==> config.mk <==
export PLATFORM = sky130hd
export DESIGN_NAME = clk_gate_ctrl
export DESIGN_NICKNAME = d
export VERILOG_FILES = /design/src/rtl/clk_gate_ctrl.sv
export SDC_FILE = /design/constraint.sdc
export NUM_CORES = 1
export LEC_CHECK = 0
export CORE_MARGIN = 4
export CORE_UTILIZATION = 51
export CTS_BUF_LIST = sky130_fd_sc_hd__clkbuf_2
export DETAILED_ROUTE_END_ITERATION = 8
export MAX_ROUTING_LAYER = met4
export PLACE_DENSITY_LB_ADDON = 0.05
export SLEW_MARGIN = 0
export SYNTH_ARGS = -nofsm -noshare
export SYNTH_HDL_FRONTEND = slang
export SYNTH_SLANG_ARGS = --single-unit
==> constraint.sdc <==
create_clock -name mst_clk -period 1.9 [get_ports mst_clk]
set_input_delay 0.285 -clock mst_clk [delete_from_list [all_inputs] [get_ports mst_clk]]
set_output_delay 0.285 -clock mst_clk [all_outputs]
set_load 0.01 [all_outputs]
==> src/rtl/clk_gate_ctrl.sv <==
// clk_gate_ctrl: request-driven clock-enable controller with wake latency,
// idle hold-off before gating, and a saturating active-cycle counter.
module clk_gate_ctrl #(
  parameter int NREQ     = 4,
  parameter int WAKE_CYC = 2,
  parameter int IDLE_CYC = 8,
  parameter int CNT_W    = 16
) (
  input  logic             mst_clk,
  input  logic             rst_n,
  input  logic [NREQ-1:0]  req,
  input  logic             force_on,
  input  logic             cnt_clr,
  output logic             clk_en,
  output logic [NREQ-1:0]  ack,
  output logic [1:0]       state,
  output logic [CNT_W-1:0] on_cnt
);
  typedef enum logic [1:0] {OFF = 2'd0, WAKE = 2'd1, ON = 2'd2, HOLD = 2'd3} state_t;
  state_t           r_state, w_state;
  logic             r_clk_en, w_clk_en;
  logic [NREQ-1:0]  r_ack, w_ack;
  logic [3:0]       r_wcnt, w_wcnt;
  logic [7:0]       r_icnt, w_icnt;
  logic [CNT_W-1:0] r_cnt;
  logic             w_any;
  assign w_any = |req;
  // clk_en only moves on OFF->WAKE and HOLD->OFF; ack is zero unless ON is entered/held
  always_comb begin
    w_state  = r_state;
    w_clk_en = r_clk_en;
    w_ack    = '0;
    w_wcnt   = r_wcnt;
    w_icnt   = r_icnt;
    case (r_state)
      OFF:
        if (w_any || force_on) begin
          w_state  = WAKE;
          w_clk_en = 1'b1;
          w_wcnt   = 4'(WAKE_CYC - 1);
        end
      WAKE:
        if (r_wcnt != 4'd0) w_wcnt = r_wcnt - 4'd1;
        else if (w_any) begin
          w_state = ON;
          w_ack   = req;
        end else begin
          w_state = HOLD;
          w_icnt  = 8'(IDLE_CYC - 1);
        end
      ON:
        if (w_any) w_ack = req;
        else begin
          w_state = HOLD;
          w_icnt  = 8'(IDLE_CYC - 1);
        end
      HOLD:
        if (w_any) begin
          w_state = ON;
          w_ack   = req;
        end else if (r_icnt != 8'd0) w_icnt = r_icnt - 8'd1;
        else if (!force_on) begin
          w_state  = OFF;
          w_clk_en = 1'b0;
        end
      default: begin
        w_state  = OFF;
        w_clk_en = 1'b0;
      end
    endcase
  end
  always_ff @(posedge mst_clk) begin
    if (!rst_n) begin
      r_state  <= OFF;
      r_clk_en <= 1'b0;
      r_ack    <= '0;
      r_wcnt   <= 4'd0;
      r_icnt   <= 8'd0;
    end else begin
      r_state  <= w_state;
      r_clk_en <= w_clk_en;
      r_ack    <= w_ack;
      r_wcnt   <= w_wcnt;
      r_icnt   <= w_icnt;
    end
  end
  // counts edges where the enable was already high; clear wins, saturates at all-ones
  always_ff @(posedge mst_clk) begin
    if (!rst_n || cnt_clr) r_cnt <= '0;
    else if (r_clk_en && !(&r_cnt)) r_cnt <= r_cnt + 1'b1;
  end
  assign clk_en = r_clk_en;
  assign ack    = r_ack;
  assign state  = r_state;
  assign on_cnt = r_cnt;
endmodule

==> impl_results.md <==
* Critical path type: reg2reg
* # nets final at about 250
* Routability-driven placement congestion ratio at slightly below 0.9
* Sequential share of the synthesized area at 0.406
* Initial antenna violation count at 0
* Fill cells at 272
* Max Fanout on Critical Path at 7
* Area occupied by multi-input gates at ~960 sq um
* Synth top area cells: dfxtp_1 (41%), nor2_1 (7.4%), xnor2_1 (6.1%)
* Final max-slew violation count at 0
* Final setup violating endpoints at 0
* DRT antenna net count at 0
* Number of setup buffers added after CTS at 0
* Worst Hold Class: in2reg
* Final std cells w/o fill at 284
* Pin count of the biggest net entering global routing at 12
* Top cell type's share of synthesized area at 0.406
* Layout cell share with drive strength beyond 1 at 0.129
* Post-synth net total at between 200 and 250
* Critical Path RT at about 2.2 ns
* Post-DR wirelength/cell at roughly 13 um
* Worst-path cell chain: inv_1 -> ha_1 -> nor3b_1 -> and3_1 -> nor2_1 -> o221a_2
* Grt ovf at 0
* Placed Cells incl. Taps at between 200 and 300
* Total chip power at roughly 0.0015 W
* Worst Max-Slew Pin Slew at 0.484 ns
* Fin util at 0.687
* Core Area at ~0.0032 sq mm
* Type of origin of the critical path: register
* Final HPWL DP at between 2000 and 3000 um
* CTS root buffer: clkbuf_2
* I/O pins at 31
* RSZ-0062 raised after global routing: false
* Asr flop ratio synth at 0
* Flip-flop and latch area at 702 sq um
* CP max stage delay at 0.36 ns
* Post-synth EDFFs at 0
* Seq cells post-synth at 35
* CTS tree: yes
* DRT Pass-1 Iters at 4
* Worst VDD drop at around 0.0004 V
* CTS Buffer Depth at 2
* Clock Pin Slew Worst Setup and Hold Paths at about 0.18 ns
* Prevailing post-synth register cell: dfxtp_1
* Initial core utilization at 0.547
* DRC violations left at 0
* Num Clock Sinks at 35
* First-pass GRT wire length at 6310 um
* Routed vias at 1,499
* Max-Cap Viols at 0
* Die Wd at 66.2 um
* Chip height at approximately 66 um
* Clk_skew at between 0.015 and 0.02 ns
* H-tree level count at 2
* Total track usage at 0.191
* Port Buf Inserts at 30
* Upper clock frequency limit at 569 MHz
* Via density at ~5.3
* CP endpoint kind: register
* Number of global-route vias before repair at 1,524
* Mapped Area at ~0.0017 sq mm
* Critical Path AT at slightly above 2 ns
* Num rows at 20
* Tcrit/Tclk final at 0.924
* Mapped Cells at 200
* Yosys warning total at 0
* Leakage at 0.808 nW
* Clk_lat worst skew at 0.38 ns
* Hold Vio Cnt, Final at 0
* Initial DRC count at 122
* Crit-path slowest cell: and3_1
* Status: complete, no violations
* Minimum clock period at 1.76 ns
* Total CTS buffers at 5
* Area leader, netlist: dfxtp_1
* Synthesized area per cell at approximately 8.6 sq um
* PwrDens at a little under 700 mW/mm^2
* P&R area growth vs syn at 25.5%
* Die area at ~0.0044 sq mm
* Slew margin rel. at 0.674
* Synth cell types at roughly 40
* Routed WL at roughly 3700 um
* ANT cells at 0
## layout make-up
cell class / count / area share
clock buffer: 5 / 0.0116
clock inverter: 2 / 0.00404
inverter: 13 / 0.0225
multi-input combinational: 146 / 0.443
sequential: 35 / 0.324
tap: 44 / 0.0254
timing repair buffer: 39 / 0.170
## cell families (layout without fill, tap and decap cells)
logic type,Yosys count,after routing,synth area share
and+or+nand+nor,99,99,0.329
xor gates and xnor gates,16,16,0.0812
muxes,3,3,0.0174
AOI/OAI and AO/OA,23,23,0.0863
adders and majority gates,5,5,0.0363
buffers and inverters,19,59,0.0435
DFF,35,35,0.406
## synth_stat cells (all sizes together) (3+ instances only)
master,number
nor2,34
xnor2,12
clkbuf,3
nand3,13
a21oi,7
ha,5
dfxtp,35
nand2,9
nor3b,4
nor3,12
or3,3
nand4,4
o21ai,7
buf,3
xor2,4
nor4,5
inv,13
mux2i,3
## layout by cell type, fill, tap and decap left out, types with 3 or more instances in the layout
cell type        Yosys  routed
xor2_1               4       4
xnor2_1             12      12
nand3_1             13      13
ha_1                 5       5
dfxtp_1             35      34
nand2_1              9       9
mux2i_1              3       3
or3_1                3       3
inv_1               13      13
nor3b_1              4       4
nor2_1              34      34
nand4_1              3       3
o21ai_0              6       6
nor3_1              10      10
clkdlybuf4s50_1      0      30
clkbuf_2             0       5
a21oi_1              7       7
buf_4                0       9
## metrics by stage
stage                     cell area, sq um  hold slack, ns  setup slack, ns  TNS [ns]
after floorplan                       1730           0.397            0.206         0
after global placement                2120           0.482          -0.0573    -0.324
after detailed placement              2120           0.497           -0.130    -0.728
after CTS                             2160           0.486           0.0152         0
after global routing                  2170           0.485          0.00987         0
final                                 2170           0.509            0.144         0
## per-layer routing
metal	part of all wire	vias to the layer above	GRT usage
met4	0.0070	0	0.0761
met1	0.41	700	0.183
met3	0.037	4	0.0425
li1	-	765	-
met5	0	-	-
met2	0.55	30	0.363
## power by group
part,internal (W),switching [W]
Clock,0.0000778,0.000240
Combinational,0.000165,0.000162
Sequential,0.000781,0.0000522
Total,0.00102,0.000454
## sequential cells by signal (all words and copies together) (netlist names)
| signal | flops |
|---|---|
| clk_en | 1 |
| r_icnt | 8 |
| on_cnt | 16 |
| ack | 4 |
| r_wcnt | 4 |
| state | 2 |
## worst max-delay path, delay by kind of cell, from the launching register on
family | cells | cell delay (ns)
and+or+nand+nor | 3 | 0.78
buffers and inverters | 1 | 0.09
DFF | 1 | 0.35
AOI/OAI and AO/OA | 1 | 0.27
adders and majority gates | 1 | 0.17
## final timing paths
path | slack, ns | startpoint | to | cells past startpoint
worst min-delay path | 0.51 | req[0] | ack[0] | 3
worst max register to register | 0.14 | r_icnt[0] | r_icnt[1] | 6
worst max-delay path | 0.14 | r_icnt[0] | r_icnt[1] | 6
worst min register to register | 0.51 | r_icnt[7] | r_icnt[7] | 2
## timing repair
item / 4_1_cts / 5_1_grt
endpoints found under the setup margin: 0 / 2
hold buffers: 0 / 0
gates resized for setup: 0 / 3
Note: power is estimated with default switching activity, not from simulation.
